==> src/rtl/m_reg_file_pkg.sv <==
// Shared widths, write-request record and request builder for the m_reg_file
// register file and its write pipeline.
package m_reg_file_pkg;

    localparam int DATA_W   = 8;
    localparam int ADDR_W   = 3;
    localparam int NUM_REGS = 8;

    typedef struct packed {
        logic              valid;
        logic [ADDR_W-1:0] addr;
        logic [DATA_W-1:0] data;
    } wr_req_t;

    localparam wr_req_t WR_REQ_IDLE = '{valid: 1'b0, addr: {ADDR_W{1'b0}}, data: {DATA_W{1'b0}}};

    function automatic wr_req_t make_req(input logic              we,
                                         input logic [ADDR_W-1:0] addr,
                                         input logic [DATA_W-1:0] data);
        wr_req_t req;
        req = WR_REQ_IDLE;
        if (we) begin
            req.valid = 1'b1;
            req.addr  = addr;
            req.data  = data;
        end else begin
            req = WR_REQ_IDLE;
        end
        return req;
    endfunction

endpackage

==> src/rtl/m_reg_file_if.sv <==
// Register-file bus: the datapath (master) drives write and read addresses,
// the register file (slave) returns both operands and the pending flag.
interface m_reg_file_if;
    import m_reg_file_pkg::*;

    logic [DATA_W-1:0] in_data;
    logic [ADDR_W-1:0] in_address;
    logic              write;
    logic [ADDR_W-1:0] out1_address;
    logic [ADDR_W-1:0] out2_address;
    logic [DATA_W-1:0] out1;
    logic [DATA_W-1:0] out2;
    logic              wr_pending;

    modport master (
        output in_data, in_address, write, out1_address, out2_address,
        input  out1, out2, wr_pending
    );

    modport slave (
        input  in_data, in_address, write, out1_address, out2_address,
        output out1, out2, wr_pending
    );

endinterface

==> src/rtl/m_reg_file_wr_pipe.sv <==
// m_wr_pipe: DEPTH-stage delay line of write requests with asynchronous clear.
// o_commit is the request that lands in the array at the coming edge.
module m_wr_pipe
    import m_reg_file_pkg::*;
#(
    parameter int DEPTH = 0,
    parameter int SLOTS = (DEPTH > 0) ? DEPTH : 1
) (
    input  logic    i_clk,
    input  logic    i_rst,
    input  wr_req_t i_req,
    output wr_req_t o_commit,
    output wr_req_t o_stage [SLOTS]
);

    generate
        if (DEPTH == 0) begin : g_bypass
            // Zero-depth pipe: the sampled request commits at its own edge
            logic w_unused_clk;
            assign w_unused_clk = i_clk ^ i_rst;
            assign o_commit     = i_req;
            assign o_stage[0]   = WR_REQ_IDLE;
        end else begin : g_stages
            wr_req_t r_stage [DEPTH];

            // Shift every edge; bubbles travel like any other entry
            always_ff @(posedge i_clk or posedge i_rst) begin
                if (i_rst) begin
                    for (int s = 0; s < DEPTH; s++) begin
                        r_stage[s] <= WR_REQ_IDLE;
                    end
                end else begin
                    r_stage[0] <= i_req;
                    for (int s = 1; s < DEPTH; s++) begin
                        r_stage[s] <= r_stage[s-1];
                    end
                end
            end

            assign o_commit = r_stage[DEPTH-1];
            assign o_stage  = r_stage;
        end
    endgenerate

endmodule

==> src/rtl/m_reg_file.sv <==
// m_reg_file: 8 x 8-bit register file with combinational reads and a WR_LAT
// write-back pipeline. Define REGFILE_FORWARD_EN to let reads see pending writes.
module m_reg_file
    import m_reg_file_pkg::*;
#(
    parameter int WR_LAT = 1
) (
    input logic         i_clk,
    input logic         i_rst,
    m_reg_file_if.slave if_bus
);

    localparam int PIPE_DEPTH = WR_LAT - 1;
    localparam int PIPE_SLOTS = (PIPE_DEPTH > 0) ? PIPE_DEPTH : 1;

    logic [DATA_W-1:0] r_regs [NUM_REGS];

    wr_req_t           w_req;
    wr_req_t           w_commit;
    wr_req_t           w_stage [PIPE_SLOTS];
    logic              w_pending;
    logic [DATA_W-1:0] w_rd1;
    logic [DATA_W-1:0] w_rd2;

    assign w_req = make_req(if_bus.write & ~i_rst, if_bus.in_address, if_bus.in_data);

    m_wr_pipe #(
        .DEPTH (PIPE_DEPTH),
        .SLOTS (PIPE_SLOTS)
    ) u_wr_pipe (
        .i_clk    (i_clk),
        .i_rst    (i_rst),
        .i_req    (w_req),
        .o_commit (w_commit),
        .o_stage  (w_stage)
    );

    // Storage array: only the oldest valid request ever writes it
    always_ff @(posedge i_clk or posedge i_rst) begin
        if (i_rst) begin
            for (int r = 0; r < NUM_REGS; r++) begin
                r_regs[r] <= {DATA_W{1'b0}};
            end
        end else if (w_commit.valid) begin
            r_regs[w_commit.addr] <= w_commit.data;
        end else begin
            r_regs <= r_regs;
        end
    end

    // Any valid stage means a sampled write is still in flight
    always_comb begin
        w_pending = 1'b0;
        for (int s = 0; s < PIPE_SLOTS; s++) begin
            w_pending = w_pending | w_stage[s].valid;
        end
    end

`ifdef REGFILE_FORWARD_EN
    // Scan oldest to youngest so the youngest matching stage wins
    always_comb begin
        w_rd1 = r_regs[if_bus.out1_address];
        w_rd2 = r_regs[if_bus.out2_address];
        for (int s = PIPE_SLOTS - 1; s >= 0; s--) begin
            w_rd1 = (w_stage[s].valid && (w_stage[s].addr == if_bus.out1_address)) ? w_stage[s].data : w_rd1;
            w_rd2 = (w_stage[s].valid && (w_stage[s].addr == if_bus.out2_address)) ? w_stage[s].data : w_rd2;
        end
    end
`else
    logic w_unused_stage;

    assign w_rd1 = r_regs[if_bus.out1_address];
    assign w_rd2 = r_regs[if_bus.out2_address];

    // Stage address/data only matter to forwarding
    always_comb begin
        w_unused_stage = 1'b0;
        for (int s = 0; s < PIPE_SLOTS; s++) begin
            w_unused_stage = w_unused_stage ^ (^{w_stage[s].addr, w_stage[s].data});
        end
    end
`endif

    assign if_bus.out1       = i_rst ? {DATA_W{1'b0}} : w_rd1;
    assign if_bus.out2       = i_rst ? {DATA_W{1'b0}} : w_rd2;
    assign if_bus.wr_pending = w_pending & ~i_rst;

endmodule
==> src/flat_wrapper.sv <==
// flat-port wrapper written by rule: the top's interface ports become plain ports
module m_reg_file_flat import m_reg_file_pkg::*;
#(
    parameter int WR_LAT = 1
)
  (i_clk, i_rst, if_bus_in_data, if_bus_in_address, if_bus_write, if_bus_out1_address, if_bus_out2_address, if_bus_out1, if_bus_out2, if_bus_wr_pending);
  m_reg_file_if if_bus_i ();
  input logic i_clk;
  input logic i_rst;
  input wire logic [$bits(if_bus_i.in_data)-1:0] if_bus_in_data;
  input wire logic [$bits(if_bus_i.in_address)-1:0] if_bus_in_address;
  input wire logic [$bits(if_bus_i.write)-1:0] if_bus_write;
  input wire logic [$bits(if_bus_i.out1_address)-1:0] if_bus_out1_address;
  input wire logic [$bits(if_bus_i.out2_address)-1:0] if_bus_out2_address;
  output wire logic [$bits(if_bus_i.out1)-1:0] if_bus_out1;
  output wire logic [$bits(if_bus_i.out2)-1:0] if_bus_out2;
  output wire logic [$bits(if_bus_i.wr_pending)-1:0] if_bus_wr_pending;
  assign if_bus_i.in_data = if_bus_in_data;
  assign if_bus_i.in_address = if_bus_in_address;
  assign if_bus_i.write = if_bus_write;
  assign if_bus_i.out1_address = if_bus_out1_address;
  assign if_bus_i.out2_address = if_bus_out2_address;
  assign if_bus_out1 = if_bus_i.out1;
  assign if_bus_out2 = if_bus_i.out2;
  assign if_bus_wr_pending = if_bus_i.wr_pending;
  m_reg_file #(.WR_LAT(WR_LAT)) u_core (.i_clk(i_clk), .i_rst(i_rst), .if_bus(if_bus_i));
endmodule
==> config.mk <==
export PLATFORM = sky130hd
export DESIGN_NAME = m_reg_file_flat
export DESIGN_NICKNAME = d
export VERILOG_FILES = /design/src/rtl/m_reg_file_pkg.sv /design/src/rtl/m_reg_file_if.sv /design/src/rtl/m_reg_file_wr_pipe.sv /design/src/rtl/m_reg_file.sv /design/src/flat_wrapper.sv
export SDC_FILE = /design/constraint.sdc
export NUM_CORES = 1
export LEC_CHECK = 0
export BUFFER_PORTS_ARGS = -buffer_cell sky130_fd_sc_hd__clkbuf_2
export CAP_MARGIN = 5
export CORE_ASPECT_RATIO = 2
export CORE_MARGIN = 1
export CORE_UTILIZATION = 45
export DETAILED_ROUTE_END_ITERATION = 10
export PLACE_DENSITY_LB_ADDON = 0.08
export SETUP_SLACK_MARGIN = 0.2
export SLEW_MARGIN = 20
export SYNTH_ARGS = -nofsm -noshare
export SYNTH_HDL_FRONTEND = slang
export SYNTH_HIERARCHICAL = 1
export SYNTH_SLANG_ARGS = --single-unit
export TNS_END_PERCENT = 5
==> constraint.sdc <==
create_clock -name i_clk -period 2.6 [get_ports i_clk]
set_clock_uncertainty 0.05 [all_clocks]
set_input_delay 0.78 -clock i_clk [delete_from_list [all_inputs] [get_ports i_clk]]
set_output_delay 0.78 -clock i_clk [all_outputs]
set_load 0.005 [all_outputs]
==> results by group <==
Critical path
  • Crit path to: if_bus_out2[1]
  • Critical path launch point type: input pin
  • Reg2reg end: u_core/r_regs[34]
  • Critical path type: input pin to output pin
  • Critical path data required time: 1.77 ns
  • CP Capture Type: output pin
  • R2R cell count: 1
  • R2R Path Start: u_core/r_regs[34]
  • Worst-path fanout max: 8
  • Worst Path Arrival: 1.90 ns
  • R2R setup slack: between 1.5 and 2 ns
  • Origin of the worst setup path: if_bus_out2_address[1]

CTS
  • TritonCTS clock tree: built
  • Worst-skew pair later-pin latency: roughly 0.32 ns
  • Clock buffer depth: 2
  • Hold_buf cts: 0
  • Number of H-tree levels: 3
  • CTS Root Cell: clkbuf_16
  • Num CTS Buffers: 9
  • CTS sink count: 64
  • CTS clk-pin slew, worst paths: approximately 0.05 ns

Synth
  • YS warnings: 6
  • Mapped Area: ~3800 um2
  • Syn avg cell area: between 15 and 20 um2
  • Post-Synthesis Cells: ~250
  • Synthesized Nets: between 200 and 300

GRT
  • GR Overflow Total: 0
  • Total GRT Usage: 21.6%
  • Largest net degree at the start of global routing: between 60 and 70
  • Vias in the first global route: approximately 2.3k
  • Initial antenna violation count: 0
  • Global-route wire length before repair: approximately 13 mm

Die
  • Core area: 8230 um2
  • Full die area: approximately 8800 um2
  • IO Pins: 37
  • Die Ht: between 100 and 150 um
  • Row count: 47
  • Die Wd: ~67 um
  • Initial core utilization: a little under half

Run status
  • Violated checks: setup timing
  • Status: finished with violations

Timing
  • Final hold violations: 0
  • Worst setup margin: -0.127 ns
  • Fin crit share: 105%
  • Final setup violation count: 16
  • Setup TNS: -1.39 ns
  • Fmax: approximately 370 MHz
  • Clock period minus worst slack: between 2 and 3 ns
  • Fin. max-slew vios: 0
  • RSZ-0062 raised after global routing: true

Placement
  • Input/output buffers: 35
  • Gpl congestion: 0.770
  • Setup WS pre-CTS: -0.249 ns
  • Detailed Place HPWL: between 5 and 6 mm

Worst hold path
  • Hold Crit Class: flop to flop

Detailed routing
  • Avg WL per Cell: ~21 um
  • DRT iter0 DRCs: 83
  • Via density per instance: ~5.8
  • DRT antenna net count: 0
  • Drt drc: 0
  • Total Wirelength: around 8.2 mm
  • Detailed Routing Iterations Pass 1: 4
  • Vias: 2,245

Pwr
  • PwrDens: approximately 580 nW/um2
  • Leakage: 2.11 nW
  • Switching part of the total: around 23%
  • Net Switching: a little under 0.6 mW
  • Logic gate share of total power: around an eighth
  • Seq pwr share: a little over two fifths
  • VDD IR-drop max: between 0.4 and 0.5 mV
  • Clk pwr share: 44.0%
  • Internal: 1.96 mW

Final layout
  • Area added between synthesis and finish: 16.4%
  • Fin nets: slightly above 300
  • Fraction of layout instances using a drive strength above 1: 59.2%
  • Most frequent cells in the layout: mux2_2, dfrtp_1, clkbuf_2
  • Biggest regs: u_core/r_regs: 64 flops
  • Largest Register: u_core/r_regs
  • Inserted Diodes: 0
  • Max reg flops: between 60 and 70

Run
  • Max-cap violations: 0
## per-layer routing
metal | vias up | global-route usage, % | share of wire (%)
met2 | 49 | 34.5 | 54
met3 | 9 | 4.95 | 3.1
met5 | - | 0 | 0
li1 | 1006 | - | -
met1 | 1181 | 28.3 | 42
met4 | 0 | 7.45 | 1.5
## metrics by stage
| step | util (%) | total power [mW] | cells | hold slack, ns | instance area, um2 |
|---|---|---|---|---|---|
| floorplan | - | 1.33 | 247 | 0.435 | 3790 |
| CTS | 53.6 | 2.58 | 390 | 0.475 | 4410 |
| global placement | 50.7 | 1.42 | 373 | 0.446 | 4170 |
| finish | 53.5 | 2.55 | 390 | 0.476 | 4410 |
| detailed placement | 50.7 | 1.43 | 373 | 0.454 | 4170 |
| global route | 53.5 | 2.66 | 390 | 0.481 | 4410 |
## power groups by stage
stage,logic (mW),registers (mW),clock network [mW]
floorplan,0.237,1.10,0
global placement,0.312,1.11,0
detailed placement,0.316,1.11,0
CTS,0.329,1.10,1.15
global route,0.350,1.11,1.20
finish,0.322,1.10,1.12
## how the worst min path moves through the flow
stage	endpoint	depth (start not counted)	start
after floorplan	u_core/r_regs[32]	1	u_core/r_regs[32]
final	u_core/r_regs[41]	1	u_core/r_regs[41]
after global routing	u_core/r_regs[13]	1	u_core/r_regs[13]
after global placement	u_core/r_regs[8]	1	u_core/r_regs[8]
after detailed placement	u_core/r_regs[44]	1	u_core/r_regs[44]
after CTS	u_core/r_regs[13]	1	u_core/r_regs[13]
## worst max-delay path: stages
cell	delay (ns)
clkbuf_16	0.12
buf_12	0.13
mux4_2	0.50
mux2i_1	0.19
nor2_1	0.06
clkbuf_2	0.11
## repair_timing
item | in CTS | in global routing
endpoints found under the setup margin | 16 | 16
setup buffers | 1 | 0
pin swaps | 1 | 1
resized for setup | 31 | 2
## area by class of cell
| class | count | area (um2) |
|---|---|---|
| fill | 714 | 3830 |
| multi-input combinational | 152 | 1870 |
| sequential | 64 | 1600 |
| timing repair buffer | 59 | 517 |
| clock buffer | 13 | 270 |
| tap | 98 | 123 |
| clock inverter | 3 | 15.0 |
| inverter | 1 | 7.51 |
No activity file was read; power rests on OpenSTA's default activity.
